<file path="config.mk">
export PLATFORM = sky130hd
export DESIGN_NAME = alu_ctrl_mdu
export DESIGN_NICKNAME = d
export VERILOG_FILES = /design/src/rtl/alu_ctrl_mdu.sv
export SDC_FILE = /design/constraint.sdc
export NUM_CORES = 1
export LEC_CHECK = 0
export CORE_AREA = 5 5 238 240
export CTS_CLUSTER_DIAMETER = 50
export DETAILED_ROUTE_END_ITERATION = 7
export DIE_AREA = 0 0 243 245
export DONT_BUFFER_PORTS = 1
export HOLD_SLACK_MARGIN = 0.05
export SYNTH_ARGS = -nofsm -noshare
export SYNTH_HDL_FRONTEND = slang
export SYNTH_SLANG_ARGS = --single-unit
</file>
<file path="constraint.sdc">
create_clock -name clk -period 5.7 [get_ports clk]
set_input_delay 0.57 -clock clk [delete_from_list [all_inputs] [get_ports clk]]
set_output_delay 0.57 -clock clk [all_outputs]
set_load 0.005 [all_outputs]
</file>
<file path="src/rtl/alu_ctrl_mdu.sv">
`default_nettype none
// =============================================================================
// Module   : alu_ctrl_mdu
// Purpose  : ALU control decode plus an iterative multiply/divide unit with HI/LO.
// Revision : 1.0 - initial release
// =============================================================================
module alu_ctrl_mdu #(
    parameter int WIDTH  = 32,
    parameter int CTRL_W = 4
) (
    input  logic              clk,
    input  logic              rst,
    input  logic              valid,
    input  logic [1:0]        aluop,
    input  logic [5:0]        func,
    input  logic [WIDTH-1:0]  rs_val,
    input  logic [WIDTH-1:0]  rt_val,
    output logic [CTRL_W-1:0] alu_control,
    output logic [1:0]        hilo_sel,
    output logic              stall,
    output logic              busy,
    output logic              done,
    output logic [WIDTH-1:0]  hi,
    output logic [WIDTH-1:0]  lo
);

    localparam int                 c_cnt_w = $clog2(WIDTH);
    localparam logic [c_cnt_w-1:0] c_last  = c_cnt_w'(WIDTH - 1);

    typedef enum logic [1:0] {
        S_IDLE = 2'd0,
        S_MUL  = 2'd1,
        S_DIV  = 2'd2,
        S_FIX  = 2'd3
    } state_t;

    state_t               state_q, state_d;
    logic [c_cnt_w-1:0]   cnt_q, cnt_d;
    logic [WIDTH-1:0]     acc_hi_q, acc_hi_d;
    logic [WIDTH-1:0]     acc_lo_q, acc_lo_d;
    logic [WIDTH-1:0]     opnd_q, opnd_d;
    logic [WIDTH-1:0]     rs_raw_q, rs_raw_d;
    logic [WIDTH-1:0]     hi_q, hi_d;
    logic [WIDTH-1:0]     lo_q, lo_d;
    logic                 is_div_q, is_div_d;
    logic                 div_zero_q, div_zero_d;
    logic                 neg_res_q, neg_res_d;
    logic                 neg_rem_q, neg_rem_d;
    logic                 done_q, done_d;

    logic                 w_md_op, w_mfhi, w_mflo, w_sgn, w_ge;
    logic [WIDTH-1:0]     w_rs_mag, w_rt_mag, w_diff;
    logic [WIDTH:0]       w_add, w_shift;
    logic [2*WIDTH-1:0]   w_prod;

    assign w_md_op = (aluop == 2'b10) && (func[5:2] == 4'b0110);
    assign w_mfhi  = (aluop == 2'b10) && (func == 6'b010000);
    assign w_mflo  = (aluop == 2'b10) && (func == 6'b010010);
    assign w_sgn   = ~func[0];

    // Signed ops iterate on magnitudes; signs are re-applied in FIX.
    assign w_rs_mag = (w_sgn && rs_val[WIDTH-1]) ? -rs_val : rs_val;
    assign w_rt_mag = (w_sgn && rt_val[WIDTH-1]) ? -rt_val : rt_val;

    assign w_add   = {1'b0, acc_hi_q} + (acc_lo_q[0] ? {1'b0, opnd_q} : '0);
    assign w_shift = {acc_hi_q, acc_lo_q[WIDTH-1]};
    assign w_ge    = (w_shift >= {1'b0, opnd_q});
    assign w_diff  = w_shift[WIDTH-1:0] - opnd_q;
    assign w_prod  = {acc_hi_q, acc_lo_q};

    always_comb begin
        alu_control = '0;
        case (aluop)
            2'b00: alu_control = CTRL_W'(4'b0010);
            2'b01: alu_control = CTRL_W'(4'b0110);
            2'b11: alu_control = CTRL_W'(4'b0001);
            default: begin
                case (func)
                    6'b100000: alu_control = CTRL_W'(4'b0010);
                    6'b100010: alu_control = CTRL_W'(4'b0110);
                    6'b100100: alu_control = CTRL_W'(4'b0000);
                    6'b100101: alu_control = CTRL_W'(4'b0001);
                    6'b100111: alu_control = CTRL_W'(4'b1100);
                    6'b100110: alu_control = CTRL_W'(4'b0011);
                    6'b101010: alu_control = CTRL_W'(4'b0111);
                    default:   alu_control = CTRL_W'(4'b0000);
                endcase
            end
        endcase
    end

    always_comb begin
        hilo_sel = 2'b00;
        if (w_mfhi)      hilo_sel = 2'b01;
        else if (w_mflo) hilo_sel = 2'b10;
    end

    assign busy  = (state_q != S_IDLE);
    assign stall = valid && busy && (w_md_op || w_mfhi || w_mflo);
    assign done  = done_q;
    assign hi    = hi_q;
    assign lo    = lo_q;

    always_comb begin
        state_d    = state_q;
        cnt_d      = cnt_q;
        acc_hi_d   = acc_hi_q;
        acc_lo_d   = acc_lo_q;
        opnd_d     = opnd_q;
        rs_raw_d   = rs_raw_q;
        hi_d       = hi_q;
        lo_d       = lo_q;
        is_div_d   = is_div_q;
        div_zero_d = div_zero_q;
        neg_res_d  = neg_res_q;
        neg_rem_d  = neg_rem_q;
        done_d     = 1'b0;

        case (state_q)
            S_IDLE: begin
                if (valid && w_md_op) begin
                    acc_hi_d   = '0;
                    acc_lo_d   = w_rs_mag;
                    opnd_d     = w_rt_mag;
                    rs_raw_d   = rs_val;
                    cnt_d      = '0;
                    is_div_d   = func[1];
                    div_zero_d = (rt_val == '0);
                    neg_res_d  = w_sgn && (rs_val[WIDTH-1] ^ rt_val[WIDTH-1]);
                    neg_rem_d  = w_sgn && rs_val[WIDTH-1];
                    state_d    = func[1] ? S_DIV : S_MUL;
                end
            end
            S_MUL, S_DIV: begin
                if (state_q == S_MUL) begin
                    acc_hi_d = w_add[WIDTH:1];
                    acc_lo_d = {w_add[0], acc_lo_q[WIDTH-1:1]};
                end else if (w_ge) begin
                    acc_hi_d = w_diff;
                    acc_lo_d = {acc_lo_q[WIDTH-2:0], 1'b1};
                end else begin
                    acc_hi_d = w_shift[WIDTH-1:0];
                    acc_lo_d = {acc_lo_q[WIDTH-2:0], 1'b0};
                end
                cnt_d = cnt_q + c_cnt_w'(1);
                if (cnt_q == c_last) begin
                    state_d = S_FIX;
                    done_d  = 1'b1;
                end
            end
            default: begin
                state_d = S_IDLE;
                if (!is_div_q) begin
                    {hi_d, lo_d} = neg_res_q ? -w_prod : w_prod;
                end else if (div_zero_q) begin
                    lo_d = '1;
                    hi_d = rs_raw_q;
                end else begin
                    lo_d = neg_res_q ? -acc_lo_q : acc_lo_q;
                    hi_d = neg_rem_q ? -acc_hi_q : acc_hi_q;
                end
            end
        endcase
    end

    always_ff @(posedge clk) begin
        if (rst) begin
            state_q    <= S_IDLE;
            cnt_q      <= '0;
            acc_hi_q   <= '0;
            acc_lo_q   <= '0;
            opnd_q     <= '0;
            rs_raw_q   <= '0;
            hi_q       <= '0;
            lo_q       <= '0;
            is_div_q   <= 1'b0;
            div_zero_q <= 1'b0;
            neg_res_q  <= 1'b0;
            neg_rem_q  <= 1'b0;
            done_q     <= 1'b0;
        end else begin
            state_q    <= state_d;
            cnt_q      <= cnt_d;
            acc_hi_q   <= acc_hi_d;
            acc_lo_q   <= acc_lo_d;
            opnd_q     <= opnd_d;
            rs_raw_q   <= rs_raw_d;
            hi_q       <= hi_d;
            lo_q       <= lo_d;
            is_div_q   <= is_div_d;
            div_zero_q <= div_zero_d;
            neg_res_q  <= neg_res_d;
            neg_rem_q  <= neg_rem_d;
            done_q     <= done_d;
        end
    end

endmodule
`default_nettype wire

</file>
# After elaboration in Yosys (flattened, before gate mapping)
# Index checks and enable logic that the tools add are counted.
# op_classes
add_sub_neg	8
n_lt_le_gt_ge	1
n_eq_ne	17
mux	29
bitwise_logic	3
reduce_logical	22
# ops
cell	count
two-way mux 32 bit	14
negation 32 bit	4
case mux 32 bit (2 select lines)	2
two-way mux 64 bit	1
negation 64 bit	1
== test 6 bit, second input constant	6
adder 32 x 32 -> 33 bit	1
greater-or-equal comparator 33 x 32 -> 1 bit	1
zero test 32 bit	1
subtractor 32 bit	1
case mux 4 bit (6 select lines)	1
== test 6 x 5 -> 1 bit, second input constant	2
case mux 4 bit (3 select lines)	1
two-way mux 2 bit	5
case mux 5 bit (2 select lines)	1
logical AND 1 bit	9
== test 2 bit, second input constant	3
AND reduction 2 bit	3
adder 5 x 1 -> 5 bit, second input constant	1
== test 5 bit, second input constant	1
two-way mux 5 bit	1
== test 2 x 1 -> 1 bit, second input constant	2
== test 4 x 3 -> 1 bit, second input constant	1
zero test 2 bit	2
other kinds (9)	15
# totals
reg_bits	204
in_bits	75
out_inout_bits	73
elab_cells	93

# Depth between registers and ports, before layout
# Gate-level depths: netlist of run 1.
# logic_depth
ltp_word	5
depth_mapped	14
ltp_nobuf	13

# Worst setup path after synthesis of run 1
# No wires, ideal clock.
# synth_path
path_kind	register to register
from	reg acc_lo_q[0]
to	reg acc_hi_q[31]
arrival_time_ps	3116
t_required_ps	5583
slack_ps	2467
stages_incl_launch_ff	14
path_buffers	1
synth_period_minus_slack_ps	3233
cell_sequence	dfxtp_1 inv_1 buf_1 nor2_1 ha_1 and4_1 nor2b_1 a2111oi_2 nand2_1 a211o_1 a41oi_2 o21ai_1 a2111o_1 a32o_1
# synth_via
elab_chain_len	4
# synth_rtl
element	line_no	source
start: declaration	40	logic [WIDTH-1:0] acc_lo_q, acc_lo_d;
start signal: assignment	185	acc_lo_q <= acc_lo_d;
two-way mux 32 bit	65	assign w_add = {1'b0, acc_hi_q} + (acc_lo_q[0] ? {1'b0, opnd_q} : '0);
adder 32 x 32 -> 33 bit	65	
two-way mux 32 bit	135	if (state_q == S_MUL) begin
case mux 32 bit (2 select lines)	119	case (state_q)
end signal: assignment	184	acc_hi_q <= acc_hi_d;
end: declaration	39	logic [WIDTH-1:0] acc_hi_q, acc_hi_d;
# Every way passes these cells.
# A chain may end at the register's enable or synchronous reset.

# Worst setup path in the final report of run 1
# layout_path
from	reg acc_lo_q[0]
to	reg acc_hi_q[30]
# The elaborated chain is that of the path after synthesis.

==> results of run 1 <==
[cells by family (layout without fill, tap and decap cells)]
logic type               Yosys count  after routing  synth area share [%]
multiplexers                      82             82                  5.13
XOR/XNOR                         196            196                  10.7
flip-flops                       204            204                  25.4
buffers and inverters            239            155                  5.89
adder cells (fa/ha/maj)           76             76                  5.99
AND/OR/NAND/NOR                  723            723                  21.1
AO/OA/AOI/OAI                    634            634                  25.8
[where the power goes]
part	internal, W	switching (W)	total (W)
sequential	0.00152	0.000180	0.00170
combinational	0.000783	0.00174	0.00252
clock	0.00148	0.000798	0.00228
[registers in the layout, summed over array words and instances, names as in the netlist, 2 cells and up]
signal and count:
acc_hi_q 32, hi 32, cnt_q 5, opnd_q 32, rs_raw_q 32, state_q 2, acc_lo_q 32, lo 32
[through the flow]
step | std cells | setup slack (ns) | cell area, µm²
global route | 2774 | 1.54 | 17800
floorplan | 2154 | 2.47 | 16100
detailed placement | 2713 | 1.79 | 16500
global placement | 2713 | 1.78 | 16500
finish | 2774 | 1.71 | 17800
CTS | 2774 | 1.77 | 17800
[cell type report]
| cell class | instances | area (µm²) |
|---|---|---|
| clock buffers | 40 | 947 |
| clock inverters | 21 | 304 |
| fillers | 5864 | 36700 |
| inverters | 74 | 278 |
| multi-input cells | 1711 | 11100 |
| flip-flops and latches | 204 | 4090 |
| well taps | 704 | 881 |
| repair buffers | 20 | 150 |
[placed cells by master, fill, tap and decap left out, drive strengths merged, types with 16 or more instances in the layout]
cell type | netlist | final
nand2 | 287 | 287
nor2 | 204 | 204
dfxtp | 204 | 204
a21oi | 171 | 171
o21ai | 135 | 135
xnor2 | 100 | 100
xor2 | 96 | 96
a211oi | 82 | 82
inv | 74 | 82
mux2i | 78 | 78
ha | 73 | 73
o211ai | 62 | 62
clkbuf | 128 | 40
nand2b | 38 | 38
nor3 | 38 | 38
o31ai | 36 | 36
nor4 | 26 | 26
nand3 | 25 | 25
a21o | 24 | 24
o41ai | 22 | 22
buf | 37 | 20
or3 | 18 | 18
or4 | 17 | 17
nand4 | 16 | 16
[Yosys cell counts (18+ instances only)]
cell,number
ha_1,73
o31ai_1,33
nand3_1,25
nand2_1,287
o211ai_1,62
xor2_1,96
clkbuf_1,126
nor3_1,37
dfxtp_1,204
mux2i_1,78
nor4_1,20
nand2b_1,37
o21ai_0,128
nor2_1,204
a21oi_1,171
a211oi_1,82
xnor2_1,100
o41ai_1,18
inv_1,74
a21o_1,24
[worst max path at each step]
stage	start	end	slack, ns	cells after the start
final	acc_lo_q[0]	acc_hi_q[30]	1.71	12
after global routing	acc_lo_q[0]	acc_hi_q[30]	1.54	12
after CTS	acc_lo_q[0]	acc_hi_q[30]	1.77	12
after detailed placement	acc_lo_q[0]	acc_hi_q[30]	1.79	12
after global placement	acc_lo_q[0]	acc_hi_q[30]	1.78	12
after floorplan	acc_lo_q[0]	acc_hi_q[31]	2.47	13
[worst max-delay path, delay by kind of cell, from the launching register on]
kind,cells,cell delay [ns]
and+or+nand+nor,6,1.65
buffers and inverters,1,0.62
AOI/OAI and AO/OA,3,0.59
adders and majority gates,1,0.45
DFF,1,0.34
muxes,1,0.18
[routing by layer]
metal	vias up	track usage [%]
met5	-	0
met4	0	7.13
met3	112	3.53
met2	542	29.4
met1	7361	24.5
li1	7474	-
==> summary.md, run 1 <==
| Metric | Value |
|---|---|
| Status | `finished clean` |
| Antenna violations before repair | `0` |
| Largest stage delay, worst path | `0.62 ns` |
| DR top layer | `met4` |
| GPL Wtd Cong | `0.927` |
| FF-to-FF setup slack | `1.71 ns` |
| Yosys warns | `0` |
| Die height | `245 µm` |
| Area Growth Syn to Fin | `10.4%` |
| IO buf count | `0` |
| Vias in the first global route | `15,057` |
| Worst r2r src | `acc_lo_q[0]` |
| Critical Path AT | `4.39 ns` |
| Clk sinks | `204` |
| Final core occ | `32.6%` |
| Most used cell, CP | `nand4_1` |
| Core Area | `54,400 µm²` |
| Worst endpoint required time | `6.10 ns` |
| Residual DRC | `0` |
| Primary FF master, synth | `dfxtp_1` |
| CP Cell Sequence | `inv_1, nor2_1, ha_1, nand4_1, nor4_1, nand4_1, nand4_1, o31ai_1, o31a_1, mux2i_1, a21oi_1, or3_1` |
| Peak supply drop | `0.000389 V` |
| RSZ-0062 raised after global routing | `no` |
| Clock transition at path regs | `0.06 ns` |
| HP Class | `primary input to register` |
| Leakage | `6.48 nW` |
| Chip width | `243 µm` |
| Worst-margin pin slew | `1.14 ns` |
| Syn Inst Count | `2,154` |
| Final WL | `56.6 mm` |
| Fmax | `0.251 GHz` |
| Clk_lat worst skew | `0.52 ns` |
| Nets | `2,195` |
| DR WL/cell | `20.4 µm` |
| Number of flops mapped to enable cells by yosys | `0` |
| Syn_nets | `2,304` |
| Starting Density | `29.5%` |
| Crit path max-delay cell type | `inv_1` |
| Cell variety after synth | `82` |
| Met1 WL | `25.3 mm` |
| Vias after detailed routing | `15,489` |
| Final Critical Period | `3.99 ns` |
| Boundary Pins | `148` |
| Ys async rst share | `0%` |
| Initial DRC Count | `1,526` |
| Worst hold endpoint | `rs_raw_q[6]` |
| Die Area | `59,500 µm²` |
| Critical path peak fanout | `25` |
| Worst setup EP type | `register` |
| Cts hold-fix bufs | `0` |
| Setup Skew | `0.0164 ns` |
| Via density | `5.58` |
| #FFs+latches synth | `204` |
| Post-CTS setup buffers | `0` |
| First-pass GRT wire length | `88.2 mm` |
| Final slew viol count | `0` |
| Met3 WL | `3.90 mm` |
| Met2 WL | `25.1 mm` |
| Total GRT Usage | `18.4%` |
| Synth area leaders | `dfxtp_1, nand2_1, ha_1` |
| Hpwl dp | `42.5 mm` |
| Clk buf depth | `3` |
| Sequential fraction of the synthesis area | `25.4%` |
| Type of origin of the critical path | `register` |
| Pwr/cell area | `366 nW/µm²` |
| Area of the mapped netlist | `16,100 µm²` |
| Setup TNS Final | `0 ns` |
| Pin count of the biggest net entering global routing | `182` |
| Synth top area share | `25.4%` |
| Routed Antenna Nets | `0` |
| R2r worst-path depth | `12` |
| H-tree depth | `2` |
| Num rows | `86` |
| WS Path Type | `register to register` |
| Reg-to-reg endpoint | `acc_hi_q[30]` |
| Root buffer cell | `clkbuf_16` |
| Max Cap Viol | `0` |
| Cts repair resizes | `0` |
| Syn avg cell area | `7.47 µm²` |
| Cell accounting for the most synthesized area | `dfxtp_1` |
| Antenna Cells | `0` |
| Worst hold margin | `0.177 ns` |
| DR pass1 iterations | `6` |
| Total power after layout | `0.00650 W` |
| Hold path cells | `2` |
| Final setup vio count | `0` |
| Gr ovfl total | `0` |
| Fin. Hold Viols | `0` |
| Relative slew slack | `24.1%` |
| Layout cells sized above 1 | `6.04%` |
| Final period util | `70.0%` |
| CTS Buf Count | `34` |
| CTS tree | `yes` |
| Min-delay src | `rs_val[6]` |
(Power assumes the default switching activity.)
==> run 2: changes to the inputs <==
- clock period: 5.7 -> 3.3 ns (I/O delays scaled with it)
==> run 2 against run 1 <==
  * Core utilization rose by 3.1 points
  * Non-clock buffer count increased by 194
  * Clock-buffer cell count decreased by 5
  * Worst hold slack worse by 0.10 ns
  * Setup slack got worse by 1.6 ns
  * Via count is 6.0% higher
  * Global-route usage rose by 1.5 points
  * Final cell count is 6.8% higher
  * Critical path depth is 1 higher
  * Clock skew grew 0.028 ns
  * Largest power group unchanged
  * Highest routed layer unchanged
==> summary.md, run 2 (synthesis gave the netlist of run 1 again) <==
| Metric | Value |
|---|---|
| DR pass1 iterations | `5` |
| Starting Density | `29.5%` |
| Hpwl dp | `45.8 mm` |
| R2r worst-path depth | `13` |
| Pin count of the biggest net entering global routing | `175` |
| Peak supply drop | `0.000899 V` |
| Fin. Hold Viols | `0` |
| Worst r2r src | `opnd_q[1]` |
| WS Path Type | `register to register` |
| Commonest non-fill, non-tap cells in the layout | `nand2_1, nor2_1, dfxtp_1` |
| Clock transition at path regs | `0.07 ns` |
| Most common cell after layout, fill and taps aside | `nand2_1` |
| Worst endpoint required time | `3.71 ns` |
| IO buf count | `0` |
| Worst setup EP type | `register` |
| FF-to-FF setup slack | `0.08 ns` |
| DR top layer | `met4` |
| Met3 WL | `4.00 mm` |
| Critical Path AT | `3.63 ns` |
| Root buffer cell | `clkbuf_16` |
| Type of origin of the critical path | `register` |
| Final setup vio count | `0` |
| Nets | `2,385` |
| Initial DRC Count | `1,267` |
| Hold path cells | `3` |
| Final Critical Period | `3.22 ns` |
| CTS tree | `yes` |
| Gr ovfl total | `0` |
| H-tree depth | `1` |
| Antenna violations before repair | `1` |
| Worst hold endpoint | `acc_lo_q[0]` |
| Relative slew slack | `21.7%` |
| Vias in the first global route | `16,224` |
| Clk buf depth | `3` |
| Met1 WL | `26.4 mm` |
| Pwr/cell area | `580 nW/µm²` |
| First-pass GRT wire length | `95.7 mm` |
| Setup TNS Final | `0 ns` |
| Final core occ | `35.7%` |
| Setup Skew | `0.0448 ns` |
| Reg-to-reg endpoint | `acc_hi_q[3]` |
| Core Area | `54,400 µm²` |
| Critical path peak fanout | `10` |
| Status | `finished clean` |
| Via density | `5.54` |
| Die height | `245 µm` |
| Layout cells sized above 1 | `12.0%` |
| GPL Wtd Cong | `0.978` |
| Met2 WL | `30.0 mm` |
| Die Area | `59,500 µm²` |
| Max Cap Viol | `0` |
| Clk_lat worst skew | `0.61 ns` |
| Final WL | `62.3 mm` |
| Routed Antenna Nets | `0` |
| Leakage | `7.35 nW` |
| Final slew viol count | `0` |
| Final setup margin | `0.0818 ns` |
| Min-delay src | `rs_val[0]` |
| HP Class | `primary input to register` |
| Fill cells | `5,676` |
| Residual DRC | `0` |
| Fmax | `0.311 GHz` |
| Area Growth Syn to Fin | `20.8%` |
| Final period util | `97.5%` |
| Total GRT Usage | `19.9%` |
| Worst hold margin | `0.0732 ns` |
| DR WL/cell | `21.0 µm` |
| Place WS | `-0.214 ns` |
| Total power after layout | `0.0113 W` |
| CTS Buf Count | `30` |
| Vias after detailed routing | `16,426` |
| Worst-margin pin slew | `1.17 ns` |
| Clk sinks | `204` |
| Boundary Pins | `148` |
| Chip width | `243 µm` |
| Num rows | `86` |
-- run 2: cell types whose count changed in the layout (fill, tap and decap cells not counted), sizes merged --
cell / delta
dlygate4sd3: +69
clkinvlp: +2
buf: +125
diode: +1
bufinv: -3
clkbuf: -5
inv: +1
-- run 2: repair_timing --
action                                  4_1_cts  5_1_grt
setup buffers                                 4        4
endpoints found under the setup margin       20       25
endpoints found under the hold margin       175        0
hold buffers                                 70        0
gates resized for setup                       6       30
pin swaps                                     2       11
-- run 2: power by group --
group	switching, W	internal (W)
clock	0.00139	0.00198
combinational	0.00322	0.00176
sequential	0.000279	0.00263
total	0.00488	0.00637
-- run 2: final cells by class --
| type | instances | area, µm² | area share (%) |
|---|---|---|---|
| repair buffers | 214 | 1860 | 9.59 |
| flip-flops and latches | 204 | 4090 | 21.1 |
| multi-input cells | 1711 | 11300 | 58.0 |
| inverters | 74 | 280 | 1.44 |
| clock inverters | 21 | 264 | 1.36 |
| diodes | 1 | 2.50 | 0.0129 |
| clock buffers | 35 | 779 | 4.01 |
| well taps | 704 | 881 | 4.53 |
-- run 2: how the worst max path moves through the flow --
stage,cells past startpoint,from,to
global route,15,acc_lo_q[0],acc_hi_q[31]
finish,13,opnd_q[1],acc_hi_q[3]
CTS,13,opnd_q[1],acc_hi_q[25]
detailed placement,12,opnd_q[9],acc_hi_q[20]
global placement,12,opnd_q[9],acc_hi_q[20]
floorplan,13,acc_lo_q[0],acc_hi_q[31]
-- run 2: per-stage QoR --
stage / instances / area, µm²
final: 2964 / 19400
after global routing: 2963 / 19400
after CTS: 2959 / 19300
after detailed placement: 2829 / 17400
after global placement: 2829 / 17400
after floorplan: 2154 / 16100
-- run 2: critical path, cell delays in order (launching register included) --
cell and delay [ns]:
dfxtp_2 0.37, inv_1 0.09, ha_1 0.29, nor2b_2 0.17, o31a_1 0.39, o31ai_4 0.32, and4_4 0.29, nand2b_2 0.17
o21ai_4 0.12, buf_4 0.17, buf_12 0.13, or2_2 0.28, a21oi_2 0.17, o41ai_2 0.09
-- run 2: metal layers --
layer  global-route usage, %  vias to the layer above
met5                       0                        -
met4                    5.72                        0
met3                    3.14                      116
met2                    34.9                      533
met1                    25.3                     7915
li1                        -                     7862
==> run 3: changes to the inputs <==
- clock period: 3.3 -> 3.6 ns (I/O delays scaled with it)
==> run 3 against run 2 <==
  * Sequential power down 7.9%
  * Clock skew is 0.0052 ns lower
  * Clock-buffer cell count down 3
  * Sequential cell count unchanged
  * Die area did not move
  * Maximum frequency shrank 6.0%
  * Setup slack improved by 0.095 ns
  * Final cell count decreased by 1.6%
  * Clock power decreased by 11%
  * Worst hold slack worse by 0.016 ns
  * Via count down 0.46%
  * Non-clock buffer count is 41 lower
  * Largest cell class unchanged
  * Largest power group unchanged
  * Highest routed layer unchanged
==> summary.md, run 3 (synthesis gave the netlist of run 1 again) <==
| Metric | Value |
|---|---|
| Commonest non-fill, non-tap cells in the layout | `nand2_1, nor2_1, dfxtp_1` |
| Max Cap Viol | `0` |
| Relative slew slack | `24.6%` |
| Worst endpoint required time | `4.05 ns` |
| Final period util | `95.1%` |
| CP Cell Sequence | `inv_1, ha_1, nand4_1, nor3_1, o31ai_1, and4_1, nand2b_1, o21ai_4, buf_4, mux2i_1, a21oi_1, a21o_1` |
| Worst setup EP type | `register` |
| Setup Skew | `0.0395 ns` |
| Buffer and inverter count on the worst path | `2` |
| CP delay by family, top | `simple AND/OR/NAND/NOR gates` |
| Crit path max-delay cell type | `o21ai_4` |
| Routed Antenna Nets | `0` |
| Clk sinks | `204` |
| Final Critical Period | `3.42 ns` |
| GPL Wtd Cong | `0.939` |
| Final slew viol count | `0` |
| Fill cells | `5,688` |
| Die height | `245 µm` |
| CTS tree | `yes` |
| Nets | `2,342` |
| Total power after layout | `0.0101 W` |
| Antenna violations before repair | `1` |
| Total stage count of the critical path | `12` |
| DR WL/cell | `20.6 µm` |
| Clock transition at path regs | `0.07 ns` |
| IO buf count | `0` |
| Initial DRC Count | `1,410` |
| Final WL | `60.2 mm` |
| Most common cell after layout, fill and taps aside | `nand2_1` |
| Pwr/cell area | `534 nW/µm²` |
| Residual DRC | `0` |
| Antenna Cells | `0` |
| Via density | `5.61` |
| Reg-to-reg endpoint | `acc_hi_q[14]` |
| Setup crit start | `opnd_q[9]` |
| RSZ-0062 raised after global routing | `no` |
| Fmax | `0.292 GHz` |
| Pin count of the biggest net entering global routing | `175` |
| DR pass1 iterations | `5` |
| Clk_lat worst skew | `0.59 ns` |
| HP Class | `primary input to register` |
| Non-filler cells, final | `2,916` |
| Clk buf depth | `3` |
| Final core occ | `34.6%` |
| Internal Pwr Total | `0.00571 W` |
| Layout cells sized above 1 | `9.45%` |
| FF-to-FF setup slack | `0.18 ns` |
| Root buffer cell | `clkbuf_16` |
| Critical Path AT | `3.88 ns` |
| Switch Pwr | `0.00436 W` |
| Starting Density | `29.5%` |
| Status | `finished clean` |
| Cell Area, Placed | `17,200 µm²` |
| Boundary Pins | `148` |
| Hpwl dp | `44.7 mm` |
| Largest stage delay, worst path | `0.42 ns` |
| Die Area | `59,500 µm²` |
| R2r worst-path depth | `12` |
| Critical path peak fanout | `15` |
| Gate power share | `43.7%` |
| H-tree depth | `1` |
| Vias in the first global route | `15,815` |
| Gr ovfl total | `0` |
| Total GRT Usage | `19.5%` |
| Worst r2r src | `opnd_q[9]` |
| Worst-margin pin slew | `1.13 ns` |
| Min-delay src | `rs_val[24]` |
| Setup TNS Final | `0 ns` |
| Leakage | `7.09 nW` |
| WS Path Type | `register to register` |
| Placed Cells | `2,799` |
| Chip width | `243 µm` |
| Flop pwr share | `26.6%` |
| Vias after detailed routing | `16,350` |
| Final setup vio count | `0` |
| Type of origin of the critical path | `register` |
| Setup crit end | `acc_hi_q[14]` |
| Clock Power Share | `29.7%` |
| CTS Buf Count | `28` |
| Fin. Hold Viols | `0` |
| Core Area | `54,400 µm²` |
| Num rows | `86` |
| Peak supply drop | `0.000637 V` |
| Finished Cell Area | `18,900 µm²` |
| Sw Share | `43.3%` |
| Area Growth Syn to Fin | `17.3%` |
| First-pass GRT wire length | `93.5 mm` |
## run 3: layout make-up
cell class	instances	area (µm²)	share of cell area, %
clock inverters	18	260	1.38
multi-input cells	1711	11100	58.9
clock buffers	32	736	3.90
flip-flops and latches	204	4090	21.7
inverters	74	278	1.47
well taps	704	881	4.67
repair buffers	173	1500	7.97
## run 3: power groups by stage
stage | registers (W) | clock network [W] | logic [W]
after detailed placement | 0.00272 | 0 | 0.00418
after CTS | 0.00267 | 0.00304 | 0.00429
after global routing | 0.00270 | 0.00314 | 0.00473
final | 0.00268 | 0.00299 | 0.00440
after floorplan | 0.00257 | 0 | 0.00297
after global placement | 0.00271 | 0 | 0.00410
## run 3: stage by stage
stage / hold slack, ns / worst slack (ns)
2_1_floorplan: 0.431 / 0.367
3_3_place_gp: 0.444 / 0.202
3_5_place_dp: 0.450 / 0.0858
4_1_cts: 0.0503 / 0.0644
5_1_grt: 0.0673 / 0.0118
6_report: 0.0575 / 0.176
## run 3: how the worst min path moves through the flow
| stage | end | slack [ns] | cells past startpoint |
|---|---|---|---|
| floorplan | rs_raw_q[11] | 0.43 | 2 |
| global placement | opnd_q[25] | 0.44 | 2 |
| detailed placement | opnd_q[25] | 0.45 | 2 |
| CTS | acc_lo_q[24] | 0.05 | 3 |
| global route | acc_lo_q[13] | 0.07 | 3 |
| finish | acc_lo_q[24] | 0.06 | 3 |
## run 3: timing repair
| action | CTS | global route |
|---|---|---|
| gates resized for setup | 0 | 2 |
| hold endpoints to repair | 174 | 0 |
| endpoints found under the setup margin | 0 | 14 |
| setup buffers | 0 | 7 |
| hold buffers | 60 | 0 |
## run 3: layer usage
layer | up-vias | part of all wire [%] | global-route usage [%]
met5 | - | 0 | 0
met4 | 0 | 3.6 | 6.43
met3 | 124 | 7.8 | 4.69
met2 | 613 | 46 | 32.6
met1 | 7831 | 43 | 24.7
li1 | 7782 | - | -
## run 3: worst reg2reg max path: stages, from the launching register on
cell and delay, ns:
dfxtp_1 0.33, inv_1 0.08, ha_1 0.41, nand4_1 0.27, nor3_1 0.31, o31ai_1 0.19
and4_1 0.27, nand2b_1 0.20, o21ai_4 0.42, buf_4 0.30, mux2i_1 0.26, a21oi_1 0.09
a21o_1 0.18
